===== config.mk =====
export PLATFORM = sky130hd
export DESIGN_NAME = perf_counter_sched
export DESIGN_NICKNAME = d
export VERILOG_FILES = /design/src/rtl/perf_counter_sched.sv
export SDC_FILE = /design/constraint.sdc
export NUM_CORES = 1
export LEC_CHECK = 0
export ABC_CLOCK_PERIOD_IN_PS = 12600
export BUFFER_PORTS_ARGS = -buffer_cell sky130_fd_sc_hd__clkbuf_2
export CAP_MARGIN = 20
export CORE_MARGIN = 2
export CORE_UTILIZATION = 40
export DETAILED_ROUTE_END_ITERATION = 12
export PLACE_DENSITY_LB_ADDON = 0.3
export SYNTH_ARGS = -nofsm -noshare
export SYNTH_HDL_FRONTEND = slang
export SYNTH_SLANG_ARGS = --single-unit

===== constraint.sdc =====
create_clock -name clk -period 12.6 [get_ports clk]
set_input_delay 3.78 -clock clk [delete_from_list [all_inputs] [get_ports clk]]
set_output_delay 3.78 -clock clk [all_outputs]
set_load 0.02 [all_outputs]

===== src/rtl/perf_counter_sched.sv =====
// perf_counter_sched: four event channels share one WIDTH-bit adder.
// Each channel buffers events in a saturating pending accumulator.
// A round-robin scheduler folds one channel's pending count into its
// counter per cycle. A flush handshake drains all pending counts and
// blocks new events while software samples the bank.
// Optional build macro PERF_CTR_LOST_EN: sticky per-channel lost-event flags.
// Without it, lost reads 4'b0000.
module perf_counter_sched #(
  parameter int WIDTH  = 32,
  parameter int INC_W  = 2,
  parameter int PEND_W = 4
) (
  input  logic               clk,
  input  logic               rst_n,
  input  logic [4*INC_W-1:0] ev_inc,
  input  logic               clr,
  input  logic               flush_req,
  output logic               flush_done,
  input  logic [1:0]         rd_sel,
  output logic [WIDTH-1:0]   rd_data,
  output logic               busy,
  output logic [3:0]         lost
);

  // One extra bit so that pend + inc never wraps before the saturation compare.
  localparam int SUM_W = ((PEND_W > INC_W) ? PEND_W : INC_W) + 1;
  localparam logic [SUM_W-1:0] PEND_MAX = SUM_W'((1 << PEND_W) - 1);

  typedef enum logic [1:0] {S_RUN, S_DRAIN, S_DONE} state_t;

  state_t             state, state_nxt;
  logic [WIDTH-1:0]   cnt      [4];
  logic [PEND_W-1:0]  pend     [4];
  logic [PEND_W-1:0]  pend_nxt [4];
  logic [SUM_W-1:0]   pend_sum [4];
  logic [INC_W-1:0]   inc_eff  [4];
  logic [1:0]         ptr;
  logic [1:0]         grant;
  logic               grant_vld;
  logic               any_pend;

  // Event gating: new events are accepted only while running.
  always_comb begin
    for (int i = 0; i < 4; i++) begin
      inc_eff[i] = (state == S_RUN) ? ev_inc[i*INC_W +: INC_W] : '0;
    end
  end

  // Round-robin grant: first non-empty channel after the last granted one.
  // NOTE: every variable written here gets a default first, so no path can leave it unassigned and infer a latch.
  always_comb begin
    grant_vld = 1'b0;
    grant     = ptr;
    for (int k = 1; k <= 4; k++) begin
      if (!grant_vld && (pend[ptr + 2'(k)] != '0)) begin
        grant_vld = 1'b1;
        grant     = ptr + 2'(k);
      end
    end
  end

  // Next pending value: the granted channel restarts from this cycle's
  // increment, every other channel accumulates; both saturate.
  always_comb begin
    for (int i = 0; i < 4; i++) begin
      if (grant_vld && (grant == 2'(i))) begin
        pend_sum[i] = SUM_W'(inc_eff[i]);
      end else begin
        pend_sum[i] = SUM_W'(pend[i]) + SUM_W'(inc_eff[i]);
      end
      if (pend_sum[i] > PEND_MAX) begin
        pend_nxt[i] = PEND_MAX[PEND_W-1:0];
      end else begin
        pend_nxt[i] = pend_sum[i][PEND_W-1:0];
      end
    end
  end

  // Any non-zero accumulator means counts are not yet committed.
  always_comb begin
    any_pend = 1'b0;
    for (int i = 0; i < 4; i++) begin
      if (pend[i] != '0) any_pend = 1'b1;
    end
  end

  // Counter bank, pending accumulators and pointer; clr beats any update.
  // NOTE: the counter bank is plain flops with a defined reset value, so it is reset like any other state, not left to power-up contents.
  always_ff @(posedge clk or negedge rst_n) begin
    if (!rst_n) begin
      for (int i = 0; i < 4; i++) begin
        cnt[i]  <= '0;
        pend[i] <= '0;
      end
      ptr <= 2'd3;
    end else if (clr) begin
      for (int i = 0; i < 4; i++) begin
        cnt[i]  <= '0;
        pend[i] <= '0;
      end
      ptr <= 2'd3;
    end else begin
      // NOTE: non-blocking assignments let the commit read the old pend while pend takes its new value in the same edge.
      for (int i = 0; i < 4; i++) begin
        pend[i] <= pend_nxt[i];
      end
      if (grant_vld) begin
        cnt[grant] <= cnt[grant] + WIDTH'(pend[grant]);
        ptr        <= grant;
      end
    end
  end

  // Flush FSM next state; clr does not steer the FSM.
  always_comb begin
    state_nxt = state;
    unique case (state)
      S_RUN:   if (flush_req) state_nxt = S_DRAIN;
      S_DRAIN: begin
        if (!flush_req)    state_nxt = S_RUN;
        else if (!any_pend) state_nxt = S_DONE;
      end
      S_DONE:  if (!flush_req) state_nxt = S_RUN;
      default: state_nxt = S_RUN;
    endcase
  end

  // Flush FSM state register; flush_done is registered alongside it.
  always_ff @(posedge clk or negedge rst_n) begin
    if (!rst_n) begin
      state      <= S_RUN;
      flush_done <= 1'b0;
    end else begin
      state      <= state_nxt;
      flush_done <= (state_nxt == S_DONE);
    end
  end

`ifdef PERF_CTR_LOST_EN
  logic [3:0] sat;
  logic [3:0] lost_q;

  // An event is lost whenever the unsaturated next pending value overflows.
  always_comb begin
    for (int i = 0; i < 4; i++) begin
      sat[i] = (pend_sum[i] > PEND_MAX);
    end
  end

  // Sticky lost flags, cleared only by clr or reset.
  always_ff @(posedge clk or negedge rst_n) begin
    if (!rst_n)   lost_q <= '0;
    else if (clr) lost_q <= '0;
    else          lost_q <= lost_q | sat;
  end

  assign lost = lost_q;
`else
  assign lost = 4'b0000;
`endif

  assign rd_data = cnt[rd_sel];
  assign busy    = any_pend;

endmodule


# [Word-level counts from Yosys, hierarchy flattened]
# Index checks and enable logic that the tools add are counted.
[op_classes] order_cmp=11 mux=58 addsub=8 bitwise_logic=6 eq_ne=6 n_reduce_logical=22
[ops] op="128-bit 2-to-1 mux" n=2
[ops] op="32-bit 2-to-1 mux" n=5
[ops] op="32-bit binary-select mux with 2-bit select" n=2
[ops] op="128-bit bitwise mux" n=1
[ops] op="32-bit demux with 2-bit select" n=1
[ops] op="4-bit 2-to-1 mux" n=14
[ops] op="4-bit binary-select mux with 2-bit select" n=5
[ops] op="32-bit by 4-bit adder with 32-bit output" n=1
[ops] op="4-bit nonzero test" n=8
[ops] op="2-bit 2-to-1 mux" n=14
[ops] op="4-bit by 2-bit adder with 5-bit output" n=4
[ops] op="5-bit by 4-bit > comparator with 1-bit output, second input constant" n=4
[ops] op="5-bit 2-to-1 mux" n=4
[ops] op="3-bit >= comparator, second input constant" n=6
[ops] op="2-bit NOT with 3-bit output" n=6
[ops] op="16-bit 2-to-1 mux" n=1
[ops] op="2-bit equality test, second input constant" n=4
[ops] op="1-bit logical AND" n=8
[ops] op="1-bit 2-to-1 mux" n=8
[ops] op="2-bit one-hot mux with 3 select lines" n=1
[ops] op="2-bit adder, second input constant" n=2
[ops] op="2-bit by 1-bit equality test with 1-bit output, second input constant" n=2
[ops] op="2-bit logical NOT" n=2
[ops] op="1-bit logical NOT" n=3
[ops] op="other kinds (3)" n=3
[totals] output_inout_bits=38 wordCells=122 ff_bits=149 in_bits=14

# [Longest topological paths before layout]
[depth] ltp_word=24 depth_mapped=23 mapped_depth_nobuf=19

# [Worst setup path after synthesis]
# OpenSTA, ideal clock, no wires.
[synth_timing] path_kind="input to output" startpoint="input rd_sel[0]" endpoint="output rd_data[10]" required_ns=8.820 slack_ns=3.640 arrival_time_ns=5.180 stages=3 path_buffers=2 cell_sequence="clkbuf_1 -> buf_1 -> mux4_2"
[synth_between] elab_chain_len=4
[synth_rtl] item="start: declaration" line="19" rtl="input logic [1:0] rd_sel,"
[synth_rtl] item="2-bit NOT with 3-bit output (not written as such)" line="162" rtl="assign rd_data = cnt[rd_sel];"
[synth_rtl] item="32-bit binary-select mux with 2-bit select" line="162"
[synth_rtl] item="32-bit 2-to-1 mux (not written as such) (2 in series)" line="162"
[synth_rtl] item="end: declaration" line="20" rtl="output logic [WIDTH-1:0] rd_data,"
# No other way between the ends. The select of a mux whose other input is x is not followed.

# [Final worst setup path]
[layout_timing] startpoint="input rd_sel[1]" endpoint="output rd_data[31]"
# The elaborated chain is that of the path after synthesis.

==> flow_summary.ini <==
[drt]
ant_nets = 0
viasPerCell = 6.16
wl_per_cell_um = 20.7
drt_wl_total_um = 24700
drc = 0
drt_iter0_markers = 561
drtPass1Iterations = 6
route.vias.total = 7357

[global_route]
overflow = 0
antenna_found_initial = 0
grt_pass1_wl_um = 41000
grt_pass1_vias = 7196
grt_max_degree = 98
grt.total_usage_pct = 21.5

[yosys]
ys_ff_latch = 149
synthAdderAreaFrac_pct = 2.72
ys_async_sr_fraction_pct = 100
ys_warn_count = 0
yosysSeqAreaShare_pct = 40.6
synth_top_family_by_area = multiplexers
netlist-cell-type-count = 57
synth_edf_count = 0
avgSynthCellArea_um2 = 10.3
synth-simple-area-share_pct = 17.6
syn_area_um2 = 9190
synth_compound_area_share_pct = 15.6
synth_mux_area_share_pct = 18.1
synthFlopType = dfrtp_1
synthXorXnorAreaFrac_pct = 1.24
synth_cells = 888

[cells_and_area]
diodes = 0
drive_gt1_share_pct = 17.8
syn2layout_area_growth_pct = 10.6
fin_nets = 928

[floorplan]
rows = 55
placeableCoreArea_um2 = 22600
ios = 52
die_y_um = 156
start_util_pct = 40.7
die-width_um = 156
die_area_um2 = 24200

[sta]
tns_ps = 0
hold_violations = 0
finalMaxSlewViolations = 0
rsz0062_at_grt = no
finClkSkew_ps = 7.51
min_period_over_period_pct = 72.1
maxSlewHeadroom_pct = 32.0
setup_viol = 0
fin_crit_ps = 9080
worst_pin_slew_ps = 1020
whs_ps = 503
max_freq_mhz = 110

[placed_design]
port_buffers = 47
place_congestion = 0.778
dpl.hpwl_um = 15800

[critical_path]
crit_fanout = 32
r2r_setup_slack_ps = 6840
critPathArrivalTime_ps = 5300
cp.required_ps = 8820
setup.worst_path.start_class = input port
cp-end-kind = primary output
path_class = in2out
r2r_cells = 18

[clocking]
hold_buffers = 0
cts_tree = yes
cts_buffers = 17
cts_setup_buffers = 0
post_cts_resized = 0
clk_path_buf_depth = 2
cts_max_level = 4
clk_pin_slew_ps = 60
clock-sinks = 149
cts_root_buffer = clkbuf_16
clkLatencyLatePin_ps = 430

[run_status]
status = completed

[run]
max-cap-violations = 0

[worst_hold_path]
hold_path.class = reg2reg
whs_path_depth = 1
## final timing paths
check,start,end
min reg2reg,state[0],state[0]
min,state[0],state[0]
max reg2reg,pend[6],cnt[50]
min in group asynchronous,rst_n,cnt[24]
max,rd_sel[1],rd_data[31]
max in group asynchronous,rst_n,cnt[48]
## layout make-up
class | instances | area (µm²)
fill | 2134 | 12400
multi-input combinational | 664 | 5120
sequential | 149 | 3730
clock buffer | 19 | 453
tap | 285 | 357
timing repair buffer | 59 | 334
clock inverter | 13 | 146
inverter | 6 | 22.5
## synthesized netlist by cell type (13+ instances only)
library cell | count | area share [%]
a211oi_1 | 52 | 4.2
and2_1 | 13 | 0.89
clkbuf_1 | 55 | 2.2
a311oi_1 | 64 | 6.1
xnor2_1 | 13 | 1.2
a21oi_1 | 31 | 1.7
nand2_1 | 81 | 3.3
mux4_2 | 40 | 9.8
dfrtp_1 | 147 | 40
nor2_1 | 145 | 5.9
o21ai_0 | 15 | 0.82
nor3_1 | 24 | 1.3
mux2i_1 | 34 | 3.7
## metrics by stage
| stage | utilization (%) | std cells | cell area, µm² | worst slack (ps) |
|---|---|---|---|---|
| finish | 45.0 | 1195 | 10200 | 3520 |
| global route | 45.0 | 1195 | 10200 | 3440 |
| CTS | 45.0 | 1195 | 10200 | 3460 |
| detailed placement | 42.4 | 1163 | 9560 | 3460 |
| global placement | 42.4 | 1163 | 9560 | 3520 |
| floorplan | - | 891 | 9200 | 3640 |
## state kept, by name, indices dropped and copies added, names as in the netlist
name and count:
cnt 128, pend 16, ptr 2, flush_done 1, state 2
## per-layer routing
metal	vias to the layer above	wire [µm]	track usage, %	part of all wire, %
met2	196	11600	33.6	47
met3	20	1090	2.97	4.4
met4	0	299	5.64	1.2
met1	3728	11700	31.7	47
li1	3413	-	-	-
met5	-	0	0	0
## kinds of logic (layout without fill, tap and decap cells)
family / after synthesis / count (layout)
adder cells (fa/ha/maj): 17 / 17
flip-flops: 149 / 149
AND/OR/NAND/NOR: 338 / 338
multiplexers: 97 / 97
buffers and inverters: 78 / 97
XOR/XNOR: 13 / 13
other: 1 / 4
AO/OA/AOI/OAI: 195 / 195
## placed cells by master (no fill, tap or decap), types with 15 or more instances in the layout
| cell | instances |
|---|---|
| o21ai_0 | 15 |
| mux4_2 | 40 |
| a311oi_1 | 64 |
| nor2_1 | 143 |
| clkbuf_16 | 17 |
| a21oi_1 | 31 |
| nand2_1 | 81 |
| a211oi_1 | 52 |
| clkbuf_2 | 45 |
| mux2i_1 | 34 |
| nor3_1 | 22 |
| dfrtp_1 | 147 |
## critical path: stages
cell and delay [ps]:
clkbuf_2 750, mux4_2 600, clkbuf_2 170
Power is not shown: default switching activity piles up to over one toggle a cycle in this logic, so the estimate is an artifact.
